--- src/rtl/alu_seq_pkg.sv ---
// Shared definitions for the ALU micro-sequencer.
//   - opcode values (OP_LDA..OP_ILL)
//   - state encoding (S_*)
//   - ACC shift-mode constants (SH_*)
//   - ctl_t: the full registered control/status word driven by the sequencer
package alu_seq_pkg;

  localparam logic [2:0] OP_LDA = 3'b000;
  localparam logic [2:0] OP_ADD = 3'b001;
  localparam logic [2:0] OP_SUB = 3'b010;
  localparam logic [2:0] OP_AND = 3'b011;
  localparam logic [2:0] OP_MUL = 3'b100;
  localparam logic [2:0] OP_DIV = 3'b101;
  localparam logic [2:0] OP_OUT = 3'b110;
  localparam logic [2:0] OP_ILL = 3'b111;

  localparam logic [3:0] S_IDLE   = 4'd0;
  localparam logic [3:0] S_LOAD_H = 4'd1;
  localparam logic [3:0] S_XFER   = 4'd2;
  localparam logic [3:0] S_CLRH   = 4'd3;
  localparam logic [3:0] S_M_ADD  = 4'd4;
  localparam logic [3:0] S_M_SHR  = 4'd5;
  localparam logic [3:0] S_D_SHL  = 4'd6;
  localparam logic [3:0] S_D_SUB  = 4'd7;
  localparam logic [3:0] S_EXEC   = 4'd8;
  localparam logic [3:0] S_DONE   = 4'd9;

  localparam logic [1:0] SH_HOLD = 2'b00;
  localparam logic [1:0] SH_SHR  = 2'b01;
  localparam logic [1:0] SH_SHL  = 2'b10;
  localparam logic [1:0] SH_LOAD = 2'b11;

  typedef struct packed {
    logic       busy;
    logic       done;
    logic       err;
    logic       ah_inen;
    logic       ah_reset;
    logic [1:0] hs;
    logic [1:0] ls;
    logic       s_add;
    logic       s_sub;
    logic       s_and;
    logic       s_mul;
    logic       s_div;
    logic       acc_oen;
  } ctl_t;

endpackage

--- src/rtl/alu_op_sequencer_iter_counter.sv ---
// Iteration counter for the multiply/divide loops.
//   clk  : clock
//   clr  : async active-high reset, count -> 0
//   init : synchronous clear (asserted while in CLRH)
//   inc  : advance by one (on leaving a loop's second state); saturates
//   last : count == WIDTH-1
module iter_counter #(
  parameter int WIDTH  = 4,
  parameter int ITER_W = 3
) (
  input  logic clk,
  input  logic clr,
  input  logic init,
  input  logic inc,
  output logic last
);

  logic [ITER_W-1:0] cnt;

  always_ff @(posedge clk or posedge clr) begin
    if (clr)                   cnt <= '0;
    else if (init)             cnt <= '0;
    else if (inc && cnt != '1) cnt <= cnt + 1'b1;  // hold at max, never wrap
  end

  assign last = (cnt == ITER_W'(WIDTH - 1));

endmodule

--- src/rtl/alu_op_sequencer.sv ---
// Micro-sequencer driving the aluNacc control lines, one opcode per start.
// Ports:
//   clk, clr          : clock, async active-high reset
//   start, opcode     : request and opcode, sampled only in IDLE
//   busy, done, err   : status to the instruction controller
//   ah_inen, ah_reset : ACC-high load-from-bus / clear
//   hs, ls            : ACC-high / ACC-low mode (hold/shr/shl/load)
//   s_add..s_div      : ALU function selects (one-hot or none)
//   acc_oen           : accumulator output enable
// All outputs are registered: the output word is decoded from the next state
// so it changes on the same edge as the state register.
module alu_op_sequencer
  import alu_seq_pkg::*;
#(
  parameter int WIDTH  = 4,
  parameter int ITER_W = 3
) (
  input  logic       clk,
  input  logic       clr,
  input  logic       start,
  input  logic [2:0] opcode,
  output logic       busy,
  output logic       done,
  output logic       err,
  output logic       ah_inen,
  output logic       ah_reset,
  output logic [1:0] hs,
  output logic [1:0] ls,
  output logic       s_add,
  output logic       s_sub,
  output logic       s_and,
  output logic       s_mul,
  output logic       s_div,
  output logic       acc_oen
);

  logic [3:0] state, state_nxt;
  logic [2:0] op_q, op_nxt;
  logic       accept, last, cnt_init, cnt_inc;
  ctl_t       ctl_q, ctl_nxt;

  assign accept   = (state == S_IDLE) && start;
  assign op_nxt   = accept ? opcode : op_q;
  assign cnt_init = (state == S_CLRH);
  assign cnt_inc  = (state == S_M_SHR) || (state == S_D_SUB);

  iter_counter #(.WIDTH(WIDTH), .ITER_W(ITER_W)) u_iter (
    .clk  (clk),
    .clr  (clr),
    .init (cnt_init),
    .inc  (cnt_inc),
    .last (last)
  );

  // state / opcode / output registers
  always_ff @(posedge clk or posedge clr) begin
    if (clr) begin
      state <= S_IDLE;
      op_q  <= OP_LDA;
      ctl_q <= '0;
    end else begin
      state <= state_nxt;
      op_q  <= op_nxt;
      ctl_q <= ctl_nxt;
    end
  end

  // next state
  always_comb begin
    state_nxt = state;
    case (state)
      S_IDLE: if (start) begin
        case (opcode)
          OP_LDA, OP_MUL, OP_DIV:         state_nxt = S_LOAD_H;
          OP_ADD, OP_SUB, OP_AND, OP_OUT: state_nxt = S_EXEC;
          default:                        state_nxt = S_DONE;
        endcase
      end
      S_LOAD_H: state_nxt = (op_q == OP_LDA) ? S_DONE : S_XFER;
      S_XFER:   state_nxt = S_CLRH;
      S_CLRH:   state_nxt = (op_q == OP_MUL) ? S_M_ADD : S_D_SHL;
      S_M_ADD:  state_nxt = S_M_SHR;
      S_M_SHR:  state_nxt = last ? S_DONE : S_M_ADD;
      S_D_SHL:  state_nxt = S_D_SUB;
      S_D_SUB:  state_nxt = last ? S_DONE : S_D_SHL;
      S_EXEC:   state_nxt = S_DONE;
      S_DONE:   state_nxt = S_IDLE;
      default:  state_nxt = S_IDLE;
    endcase
  end

  // output decode of the state being entered
  always_comb begin
    ctl_nxt      = '0;
    ctl_nxt.busy = (state_nxt != S_IDLE);
    case (state_nxt)
      S_LOAD_H: begin ctl_nxt.ah_inen = 1'b1; ctl_nxt.hs = SH_LOAD; end
      S_XFER:   ctl_nxt.ls = SH_LOAD;
      S_CLRH:   ctl_nxt.ah_reset = 1'b1;
      S_M_ADD:  begin ctl_nxt.hs = SH_LOAD; ctl_nxt.s_mul = 1'b1; end
      S_M_SHR:  begin ctl_nxt.hs = SH_SHR;  ctl_nxt.ls = SH_SHR; end
      S_D_SHL:  begin ctl_nxt.hs = SH_SHL;  ctl_nxt.ls = SH_SHL; end
      S_D_SUB:  begin ctl_nxt.hs = SH_LOAD; ctl_nxt.s_div = 1'b1; end
      S_EXEC: begin
        case (op_nxt)
          OP_ADD:  begin ctl_nxt.hs = SH_LOAD; ctl_nxt.s_add = 1'b1; end
          OP_SUB:  begin ctl_nxt.hs = SH_LOAD; ctl_nxt.s_sub = 1'b1; end
          OP_AND:  begin ctl_nxt.hs = SH_LOAD; ctl_nxt.s_and = 1'b1; end
          OP_OUT:  ctl_nxt.acc_oen = 1'b1;
          default: ;
        endcase
      end
      S_DONE: begin
        ctl_nxt.done = 1'b1;
        ctl_nxt.err  = (op_nxt == OP_ILL);
      end
      default: ;
    endcase
  end

  assign busy     = ctl_q.busy;
  assign done     = ctl_q.done;
  assign err      = ctl_q.err;
  assign ah_inen  = ctl_q.ah_inen;
  assign ah_reset = ctl_q.ah_reset;
  assign hs       = ctl_q.hs;
  assign ls       = ctl_q.ls;
  assign s_add    = ctl_q.s_add;
  assign s_sub    = ctl_q.s_sub;
  assign s_and    = ctl_q.s_and;
  assign s_mul    = ctl_q.s_mul;
  assign s_div    = ctl_q.s_div;
  assign acc_oen  = ctl_q.acc_oen;

endmodule

--- config.mk ---
export PLATFORM = sky130hd
export DESIGN_NAME = alu_op_sequencer
export DESIGN_NICKNAME = d
export VERILOG_FILES = /design/src/rtl/alu_seq_pkg.sv /design/src/rtl/alu_op_sequencer_iter_counter.sv /design/src/rtl/alu_op_sequencer.sv
export SDC_FILE = /design/constraint.sdc
export NUM_CORES = 1
export LEC_CHECK = 0
export BUFFER_PORTS_ARGS = -buffer_cell sky130_fd_sc_hd__buf_2
export CORE_MARGIN = 5
export CORE_UTILIZATION = 54
export DETAILED_ROUTE_END_ITERATION = 16
export GPL_TIMING_DRIVEN = 1
export PLACE_DENSITY = 0.88
export SETUP_SLACK_MARGIN = 0.15
export SLEW_MARGIN = 15
export SYNTH_ARGS = -nofsm -noshare
export SYNTH_HDL_FRONTEND = slang
export SYNTH_HIERARCHICAL = 1
export SYNTH_SLANG_ARGS = --single-unit
export TNS_END_PERCENT = 10
--- constraint.sdc ---
create_clock -name clk -period 2.54 [get_ports clk]
set_clock_uncertainty 0.15 [all_clocks]
set_input_delay 0.508 -clock clk [delete_from_list [all_inputs] [get_ports clk]]
set_output_delay 0.508 -clock clk [all_outputs]
set_load 0.01 [all_outputs]
# Word level (Yosys, flattened, before mapping)
# Cells that the tools add are included.
# totals
ff_bits	25
latchBits	0
mem_bits_rw	0
rom_bits	0
inputBits	6
out_inout_bits	15
wordCells	84
mem_count	0
# classes
add_sub_neg	1
mul	0
n_div	0
magnitude_cmp	0
eq_ne	31
shifts	0
mux	24
n_bitwise	0
reduce_logical	12
# op_table
operator	count
$pmux 4 s9	1
$eq 4x3->1 const B	8
$eq 3x3->1 const B	6
$eq 4x2->1 const B	4
$mux 4	4
$eq 3x2->1 const B	5
$eq 4x4->1 const B	3
$mux 3	4
$mux 1	9
$reduce_or 3->1	3
$eq 4x1->1 const B	2
$pmux 2 s4	1
$pmux 4 s2	1
$eq 3x1->1 const B	2
$logic_not 3->1	2
$mux 2	3
$pmux 2 s3	1
$logic_not 4->1	1
$reduce_bool 4->1	1
$reduce_or 4->1	1
$add 3x1->3 const B	1
$ne 3x3->1 const B	1
$logic_and 1x1->1	2
$reduce_bool 2->1	1
$logic_or 1x1->1	1

# Longest topological paths before layout
# depth
ltp_word	8
ltp_mapped	8
ltp_nobuf	8

# Modules after synthesis
# Netlist, hierarchy kept.
# modules_own_cells
mod	n_inst	cells_each	area_each_um2	seq_area_each_um2
alu_op_sequencer	1	94	1088.5	550.5
iter_counter	1	17	193.9	75.1

# Least setup slack after synthesis
# OpenSTA, ideal clock, no wires.
# synth_path
path_kind	reg-to-reg
from	reg u_iter.cnt[0]
to	reg ctl_q (netlist bit busy)
setup_ns	0.139
arrival_ns	1.660
required_time_ns	2.251
setup_slack_ns	0.591
stages_incl_launch_ff	8
n_path_buf	0
period_less_slack_ns	1.949
cell_sequence	dfrtp_1 ha_1 ha_1 a31oi_4 nand2_2 nor2_4 inv_2 or4_4
# synth_rtl
element	line	source
start: declaration	alu_op_sequencer_iter_counter.sv:18	logic [ITER_W-1:0] cnt;
start signal: assignment	alu_op_sequencer_iter_counter.sv:23	else if (inc && cnt != '1) cnt <= cnt + 1'b1;
end signal: assignment	alu_op_sequencer.sv:64	ctl_q <= ctl_nxt;
end: declaration	alu_op_sequencer.sv:40	ctl_t ctl_q, ctl_nxt;

==> metrics <==
dpl cells 156; CP max FO 4; CP Class flip-flop to flip-flop; total global routing overflow 0; die height 58.7 um; # port buffers 20; CTS Hold Bufs 1; share of layout cells above drive strength 1 33.1%; vias in the first global route 899; largest cells by area after synthesis dfrtp_1 49%, nor2_1 3.2%, ha_1 2.9%; fin cells 161; crit path cell chain ha_1 -> ha_1 -> a31oi_4 -> nand2_2 -> nor2_4 -> inv_2 -> or4_4; Worst setup startpoint u_iter/cnt[0]$_DFFE_PP0P_; cell depth of the worst setup path 7; Fill cells 190; Mean Syn Cell Area 11.6 um2; Critical Path Max Stage Delay 0.47 ns; DRC 0; GP Congestion 0.803; Routed WL approximately 2300 um; clock root buffer clkbuf_4; slowest cell on the critical path or4_4; Setup crit start kind flip-flop; library cells used by synthesis 49; postcts setup bufs 0; Synth Instances between 100 and 150; Sink Count 25; Post-synth EDFFs 0; Primary FF master, synth dfrtp_1; synthesized area between 1000 and 1500 um2; Critical R2R Launch u_iter/cnt[0]$_DFFE_PP0P_; Rows 17; Worst-path clk slew 0.15 ns; global-route wire length before repair 4130 um; FFs w/ async S/R, synth 100%; WP buf/inv 1; TritonCTS clock tree done; most used cell, CP ha_1; Crit path arrival time 2.15 ns; worst r2r path cells 7; detailed-route vias per instance 5.41; via count 871; chip width ~59 um; Crit path max-delay family simple AND/OR/NAND/NOR gates; H-tree Lvls 1; Hold Path Stages 3; Worst IR Drop VDD between 0.7 and 0.8 mV; synth cell count leaders 25 x dfrtp_1, 11 x nor2_1, 8 x inv_1; number of setup violations in the final report 0; status completed; count leader, synth dfrtp_1; post-route antenna net violation count 0; Fmax approximately 0.48 GHz; multi-input logic area approximately 590 um2; Least-Margin Pin Slew about 0.78 ns; All-Layer GR Usage around 16%; CP endpoint kind flip-flop; hpwl dp about 1800 um; maximum number of pins on one net before global-route repair 23; DR iter-0 viols 14; maxcap violations 0; DR pass1 iterations 4; final period utilization 81.8%; PwrDens 1240 nW/um2; Hold Crit Class input pin to flip-flop; sequential share of the synthesized area around 49%; diodes inserted 0; Synth area leader dfrtp_1; Fin. Hold Viols 0; Max Slew Vio Count 0; Clock Latency Late Sink between 0.3 and 0.4 ns; Yosys warning count 6; Leakage 0.000703 uW; worst path required time 2.61 ns; FF+latch count, synth 25; Initial Util 57.4%; drt wl/cell 14.4 um; area of the die between 3000 and 4000 um2; setup TNS 0 ns; Syn Nets 120; io pins 21; Final #Nets 143; top-area cell type share of the netlist area 48.8%; initial antenna violation count 0; Hold Startpoint opcode[2]; post-CTS sizing 0; Worst slew margin around half; CTS Buf Count 3; Tmin final 2.08 ns; Max Buffers Root-to-Sink 2; RSZ-0062 raised after global routing false; Core Area 2230 um2; area grow syn2layout 11.0%; register area ~630 um2
==> worst reg2reg max path, cell delays in order (launching register included) <==
cell and delay (ns):
dfrtp_1 0.42, ha_1 0.22, ha_1 0.24, a31oi_4 0.17, nand2_2 0.10, nor2_4 0.14, inv_2 0.06, or4_4 0.47
==> routing by layer <==
metal / GRT usage [%] / vias to the layer above / routed length, um
li1: - / 426 / -
met1: 19.6 / 418 / 988
met2: 26.7 / 23 / 1170
met3: 3.07 / 4 / 134
met4: 4.85 / 0 / 29
met5: 0 / - / 0
==> layout make-up <==
type | instances | share of cell area [%]
repair buffers | 21 | 7.73
clock buffers | 3 | 1.58
well taps | 28 | 2.46
flip-flops and latches | 25 | 43.9
clock inverters | 1 | 0.527
inverters | 9 | 2.37
multi-input cells | 74 | 41.4
==> worst paths after layout <==
path / endpoint / slack (ns)
min reg2reg: u_iter/cnt[1]$_DFFE_PP0P_ / 0.41
max: busy$_DFF_PP0_ / 0.46
max reg2reg: busy$_DFF_PP0_ / 0.46
min: acc_oen$_DFF_PP0_ / 0.26
max in group asynchronous: op_q[0]$_DFF_PP0_ / 1.05
min in group asynchronous: u_iter/cnt[0]$_DFFE_PP0P_ / 0.43
==> power by group <==
part / leakage [uW] / switching [uW] / internal, uW
Clock: 0.0000139 / 126 / 60.2
Combinational: 0.000367 / 471 / 420
Sequential: 0.000322 / 154 / 540
==> through the flow <==
stage | hold slack [ns] | setup WS [ns] | instance area (um2) | power (uW) | util [%]
6_report | 0.262 | 0.462 | 1420 | 1770 | 63.8
5_1_grt | 0.242 | 0.294 | 1420 | 1940 | 63.8
4_1_cts | 0.257 | 0.442 | 1420 | 1790 | 63.8
3_5_place_dp | 0.235 | 0.461 | 1380 | 1600 | 62.0
3_3_place_gp | 0.230 | 0.524 | 1380 | 1550 | 62.0
2_1_floorplan | 0.112 | 0.591 | 1280 | 1420 | -
==> state kept, by name (all words and copies together), names as in the netlist <==
register and cells:
state 4, op_q 3, u_iter/cnt 3, hs 2
ls 2, acc_oen 1, ah_inen 1, ah_reset 1
busy 1, done 1, err 1, s_add 1
s_and 1, s_div 1, s_mul 1, s_sub 1
==> cell families after synthesis <==
logic type               after synthesis  synth area share [%]
XOR/XNOR                               1                 0.683
multiplexers                           5                  5.17
adder cells (fa/ha/maj)                3                  2.93
AO/OA/AOI/OAI                         16                  11.6
flip-flops                            25                  48.8
buffers and inverters                 12                  5.27
AND/OR/NAND/NOR                       49                  25.6
==> cell usage in the layout, fill, tap and decap left out, types with 2 or more instances in the layout <==
master    instances
and3_1            2
dfrtp_1          25
and2_2            2
inv_1             8
a31oi_1           3
nor2b_1           5
nand2_1           4
nor2_1           11
o31ai_1           2
ha_1              3
clkbuf_4          3
mux2_2            2
nor3_1            3
buf_2            20
nand3_1           3
No activity file was read; power rests on OpenSTA's default activity.
